[src/rtl/mux_scan_nx1_pkg.sv]
// Shared encodings and helpers for the mux_scan_nx1 channel multiplexer.
package mux_scan_nx1_pkg;

    localparam logic MODE_MANUAL = 1'b0;
    localparam logic MODE_SCAN   = 1'b1;

    typedef enum logic {
        ST_MANUAL = 1'b0,
        ST_SCAN   = 1'b1
    } state_e;

    // LSB position of channel k in a packed bus of w-bit channels.
    function automatic int unsigned ch_lsb(input int unsigned k, input int unsigned w);
        return k * w;
    endfunction

endpackage

[src/rtl/mux_scan_nx1_scan_seq.sv]
// Scan sequencer: dwell counter, round-robin channel index and wrap detection.
// idx and wrap present the values that take effect at the coming edge.
module mux_scan_nx1_scan_seq #(
    parameter int unsigned N_CH  = 4,
    parameter int unsigned DWELL = 4,
    localparam int unsigned SEL_W = $clog2(N_CH)
) (
    input  logic             clk,
    input  logic             rst_n,
    input  logic             en,
    input  logic             start,
    output logic [SEL_W-1:0] idx,
    output logic             wrap
);

    localparam int unsigned CNT_W = (DWELL > 1) ? $clog2(DWELL) : 1;
    localparam logic [CNT_W-1:0] LAST_CNT = CNT_W'(DWELL - 1);
    localparam logic [SEL_W-1:0] LAST_IDX = SEL_W'(N_CH - 1);

    logic [CNT_W-1:0] cnt_q, cnt_d;
    logic [SEL_W-1:0] idx_q, idx_d;
    logic             wrap_d;

    always_comb begin
        cnt_d  = cnt_q;
        idx_d  = idx_q;
        wrap_d = 1'b0;
        if (en) begin
            // start also covers an abort on the same cycle as dwell expiry
            if (start) begin
                cnt_d = '0;
                idx_d = '0;
            end else if (cnt_q == LAST_CNT) begin
                cnt_d = '0;
                if (idx_q == LAST_IDX) begin
                    idx_d  = '0;
                    wrap_d = 1'b1;
                end else begin
                    idx_d = idx_q + 1'b1;
                end
            end else begin
                cnt_d = cnt_q + 1'b1;
            end
        end
    end

    always_ff @(posedge clk or negedge rst_n) begin
        if (!rst_n) begin
            cnt_q <= '0;
            idx_q <= '0;
        end else begin
            cnt_q <= cnt_d;
            idx_q <= idx_d;
        end
    end

    assign idx  = idx_d;
    assign wrap = wrap_d;

endmodule

[src/rtl/mux_scan_nx1.sv]
// Registered N-channel W-bit multiplexer with manual select and automatic
// round-robin scan mode.
module mux_scan_nx1
    import mux_scan_nx1_pkg::*;
#(
    parameter int unsigned N_CH  = 4,
    parameter int unsigned W     = 8,
    parameter int unsigned DWELL = 4,
    localparam int unsigned SEL_W = $clog2(N_CH)
) (
    input  logic              clk,
    input  logic              rst_n,
    input  logic [N_CH*W-1:0] i_data,
    input  logic [N_CH-1:0]   i_valid,
    input  logic              en,
    input  logic              mode,
    input  logic [SEL_W-1:0]  sel,
    output logic [W-1:0]      y,
    output logic              y_valid,
    output logic [SEL_W-1:0]  y_ch,
    output logic              sel_err,
    output logic              scan_wrap
);

    localparam int unsigned N_SLOT = 2 ** SEL_W;
    localparam logic [SEL_W:0] N_CH_EXT = (SEL_W + 1)'(N_CH);

    // Pad to a power of two so any select value indexes a defined slot.
    logic [W-1:0]      ch_data [N_SLOT];
    logic [N_SLOT-1:0] vld_ext;

    for (genvar k = 0; k < N_SLOT; k++) begin : g_slot
        if (k < N_CH) begin : g_ch
            assign ch_data[k] = i_data[ch_lsb(k, W) +: W];
        end else begin : g_pad
            assign ch_data[k] = '0;
        end
    end

    assign vld_ext = N_SLOT'(i_valid);

    state_e           state_q, state_d;
    logic [W-1:0]     y_q, y_d;
    logic             y_valid_q, y_valid_d;
    logic [SEL_W-1:0] y_ch_q, y_ch_d;
    logic             sel_err_q, sel_err_d;
    logic             scan_wrap_q, scan_wrap_d;

    logic             seq_start;
    logic [SEL_W-1:0] seq_idx;
    logic             seq_wrap;
    logic             sel_in_range;

    // Only an uninterrupted scan lets the sequencer advance; anything else rewinds it.
    assign seq_start    = !((state_q == ST_SCAN) && (mode == MODE_SCAN));
    assign sel_in_range = ({1'b0, sel} < N_CH_EXT);

    mux_scan_nx1_scan_seq #(
        .N_CH  (N_CH),
        .DWELL (DWELL)
    ) u_scan_seq (
        .clk   (clk),
        .rst_n (rst_n),
        .en    (en),
        .start (seq_start),
        .idx   (seq_idx),
        .wrap  (seq_wrap)
    );

    always_comb begin
        state_d     = state_q;
        y_d         = y_q;
        y_valid_d   = y_valid_q;
        y_ch_d      = y_ch_q;
        sel_err_d   = sel_err_q;
        scan_wrap_d = 1'b0;
        if (en) begin
            if (mode == MODE_SCAN) begin
                state_d     = ST_SCAN;
                y_d         = ch_data[seq_idx];
                y_valid_d   = vld_ext[seq_idx];
                y_ch_d      = seq_idx;
                sel_err_d   = 1'b0;
                scan_wrap_d = seq_wrap;
            end else begin
                state_d = ST_MANUAL;
                if (sel_in_range) begin
                    y_d       = ch_data[sel];
                    y_valid_d = vld_ext[sel];
                    y_ch_d    = sel;
                    sel_err_d = 1'b0;
                end else begin
                    y_d       = '0;
                    y_valid_d = 1'b0;
                    sel_err_d = 1'b1;
                end
            end
        end
    end

    always_ff @(posedge clk or negedge rst_n) begin
        if (!rst_n) begin
            state_q     <= ST_MANUAL;
            y_q         <= '0;
            y_valid_q   <= 1'b0;
            y_ch_q      <= '0;
            sel_err_q   <= 1'b0;
            scan_wrap_q <= 1'b0;
        end else begin
            state_q     <= state_d;
            y_q         <= y_d;
            y_valid_q   <= y_valid_d;
            y_ch_q      <= y_ch_d;
            sel_err_q   <= sel_err_d;
            scan_wrap_q <= scan_wrap_d;
        end
    end

    assign y         = y_q;
    assign y_valid   = y_valid_q;
    assign y_ch      = y_ch_q;
    assign sel_err   = sel_err_q;
    assign scan_wrap = scan_wrap_q;

endmodule

[config.mk]
export PLATFORM = sky130hd
export DESIGN_NAME = mux_scan_nx1
export DESIGN_NICKNAME = d
export VERILOG_FILES = /design/src/rtl/mux_scan_nx1_pkg.sv /design/src/rtl/mux_scan_nx1_scan_seq.sv /design/src/rtl/mux_scan_nx1.sv
export SDC_FILE = /design/constraint.sdc
export NUM_CORES = 1
export LEC_CHECK = 0
export BUFFER_PORTS_ARGS = -buffer_cell sky130_fd_sc_hd__buf_2
export CORE_MARGIN = 5
export CORE_UTILIZATION = 35
export DETAILED_ROUTE_END_ITERATION = 7
export PLACE_DENSITY_LB_ADDON = 0.08
export SLEW_MARGIN = 20
export SYNTH_ARGS = -nofsm -noshare
export SYNTH_HDL_FRONTEND = slang
export SYNTH_HIERARCHICAL = 1
export SYNTH_SLANG_ARGS = --single-unit
[constraint.sdc]
create_clock -name clk -period 4.1 [get_ports clk]
set_input_delay 0.41 -clock clk [delete_from_list [all_inputs] [get_ports clk]]
set_output_delay 0.41 -clock clk [all_outputs]
set_load 0.005 [all_outputs]
==> results.json <==
{
  "clock_sinks": 17,
  "p_int_uw": 315,
  "reg2reg_depth": 6,
  "yosysTopAreaCell": "dfrtp_1",
  "synth.avg_cell_area_um2": 14.7,
  "wl_mm": 2.95,
  "core_area_um2": 3630,
  "fin_ws_ps": 1710,
  "switching_power_uw": 106,
  "grt_pass1_wl_mm": 4.93,
  "tns_ps": 0,
  "grt_usage_pct": 12.5,
  "switching_share_pct": 25.2,
  "placementRows": 22,
  "drv_cap": 0,
  "tritoncts": "done",
  "die_w_um": 71.2,
  "clk_latency_ps": 250,
  "post_drt_via_cell_ratio": 5.40,
  "start_util_pct": 36.0,
  "synthDominantCellAreaShare_pct": 32.5,
  "cts_buffers": 3,
  "pre_cts_slack_ps": 1630,
  "cp_num_buf_inv": 1,
  "slew_headroom_pct": 61.7,
  "r2r-end": "y[3]",
  "combPwrFrac_pct": 25.0,
  "cp.depth": 6,
  "critPathKind": "reg2reg",
  "startpoint_type": "flop",
  "die-area_um2": 5060,
  "yosys_warnings": 6,
  "worst_pin_slew_ps": 575,
  "worst_setup_path_end_kind": "flop",
  "drive_above_1_share_pct": 57.2,
  "ir_drop_mv": 0.0960,
  "fin_crit_sh_pct": 58.3,
  "reg2reg_slack_ps": 1710,
  "cp.arrival_ps": 2520,
  "cts_hold_buffers": 0,
  "slew_viol_final": 0,
  "synth_cell_type_count": 29,
  "antenna_found_initial": 0,
  "synth-seq-cells": 17,
  "cp_cell_sequence": "ha_1 -> or3b_1 -> o211ai_1 -> buf_4 -> mux4_2 -> a221o_1",
  "die_y_um": 71.2,
  "seqPwrFrac_pct": 45.6,
  "post-cts-setup-buffer-count": 0,
  "gp_congestion": 0.764,
  "syn-cell-area_um2": 1310,
  "n_antenna_cell": 0,
  "period_minus_slack_ps": 2390,
  "max_freq_mhz": 419,
  "numPortBuffers": 53,
  "synth_edf_count": 0,
  "ys.flop_type": "dfrtp_1",
  "io_pins": 55,
  "first_iter_violations": 29,
  "seq_area_frac_synth_pct": 32.5,
  "drc_errors": 0,
  "cts_htree_levels": 1,
  "clock_skew_ps": 3.51,
  "layout.nets": 183,
  "clock_power_share_pct": 29.4,
  "hp-class": "in2async",
  "syn_nets": 133,
  "root_buffer": "clkbuf_8",
  "max_stage_delay_ps": 520,
  "critPathRequiredTime_ps": 4230,
  "antenna_left": 0,
  "critPathSlowestCell": "mux4_2",
  "first_global_vias": 1052,
  "place.detailed.hpwl_mm": 2.26,
  "cts_resized": 0,
  "p_leak_nw": 0.738,
  "syn2layout_area_growth_pct": 20.9,
  "grt_remaining_overflow": 0,
  "power.total_uw": 420,
  "powerDensity_nw_per_um2": 266,
  "grt_max_degree": 23,
  "synth_cells": 89,
  "num_vias": 1004,
  "wl_per_cell_um": 15.8,
  "async_reset_ff_share_pct": 100,
  "hold_viol_final": 0,
  "worst_path_dominant_cell_family": "multiplexers",
  "status": "finished, final reports clean",
  "cts_max_path_buffers": 2,
  "fill_cells": 364,
  "clk_pin_slew_ps": 70,
  "crit_fanout": 11,
  "yosys-top-cells-area": "dfrtp_1 (33%), mux4_2 (26%), a221o_1 (6.9%), mux4_1 (6.0%), clkbuf_8 (5.3%)",
  "regToRegStartpoint": "u_scan_seq/cnt_q[0]",
  "grt_setup_unrepaired": "no",
  "setup_violations": 0,
  "dr.pass1.iters": 4
}
cells in the final DEF (no fill, tap or decap):
cell type,netlist,final
a21oi_1,2,2
a22o_1,2,2
and2b_2,4,4
nor2_1,3,3
nor2b_4,1,1
dfrtp_1,17,17
mux4_2,15,15
and2b_1,2,2
and2_2,1,1
mux2i_1,2,2
or3b_1,1,1
o211ai_1,1,1
nor2b_1,5,5
a311o_1,1,1
mux2_2,1,1
nand2_1,1,1
buf_4,1,1
conb_1,1,1
nand2b_1,1,1
clkbuf_8,5,3
a221o_1,9,9
inv_1,1,1
buf_2,0,53
nand4bb_1,1,1
clkbuf_1,0,1
nor3b_1,1,1
mux4_1,3,3
ha_1,2,2
and3_1,2,2
synth_stat cells (all sizes together) (2+ instances only):
cell / count
and2b: 6
buf: 3
nor2b: 6
mux4: 18
clkbuf: 6
dfrtp: 17
a221o: 9
and3: 2
a21oi: 2
nor2: 3
ha: 2
mux2i: 2
a22o: 2
metal layers:
metal | routed length, um | share of wire, % | global-route usage [%] | up-vias
met1 | 1190 | 40 | 16.3 | 502
met3 | 208 | 7.1 | 2.41 | 4
met2 | 1490 | 51 | 20.1 | 37
met4 | 51 | 1.7 | 5.64 | 0
li1 | - | - | - | 461
met5 | 0 | 0 | 0 | -
cells by family after synthesis:
logic type,Yosys count,synth area share (%)
buf+inv,10,8.22
compound gates,15,10.3
flops,17,32.5
other cells,1,0.287
mux,21,34.2
simple gates,23,12.5
fa+ha+maj,2,1.91
power by group through the flow:
| stage | combinational (mW) | clock (mW) | sequential, mW |
|---|---|---|---|
| global placement | 0.105 | 0 | 0.194 |
| floorplan | 0.0635 | 0 | 0.195 |
| detailed placement | 0.108 | 0 | 0.195 |
| global route | 0.117 | 0.133 | 0.194 |
| CTS | 0.107 | 0.129 | 0.192 |
| finish | 0.105 | 0.124 | 0.192 |
stage by stage:
| step | instances | area (um2) | hold WS (ps) | utilization (%) |
|---|---|---|---|---|
| floorplan | 89 | 1310 | 114 | - |
| global placement | 182 | 1540 | 366 | 42.3 |
| detailed placement | 182 | 1540 | 354 | 42.3 |
| CTS | 186 | 1580 | 82.3 | 43.6 |
| global route | 186 | 1580 | 108 | 43.6 |
| finish | 186 | 1580 | 68.4 | 43.6 |
state kept, by name, summed over array words and instances, names as in the netlist:
register,flops
y,8
u_scan_seq/cnt_q,2
u_scan_seq/idx_q,2
y_ch,2
scan_wrap,1
state_q,1
y_valid,1
cell type report:
class / count / area, um2 / share of cell area (%)
Sequential cell: 17 / 425 / 26.9
Inverter: 1 / 3.75 / 0.237
Clock buffer: 4 / 45.0 / 2.85
Tap cell: 48 / 60.1 / 3.79
Timing Repair Buffer: 54 / 273 / 17.2
Multi-Input combinational cell: 62 / 776 / 49.0
worst reg2reg max path: stages (launching register included):
cell,delay (ps)
dfrtp_1,400
ha_1,280
or3b_1,370
o211ai_1,90
buf_4,260
mux4_2,520
a221o_1,360
worst max-delay path by stage:
stage	startpoint	end	slack [ps]
CTS	u_scan_seq/cnt_q[0]	y[3]	1680
finish	u_scan_seq/cnt_q[0]	y[3]	1710
floorplan	mode	y[0]	1780
detailed placement	mode	y[1]	1630
global placement	en	y[3]	1660
global route	u_scan_seq/cnt_q[0]	y[1]	1570
(Power assumes the default switching activity.)
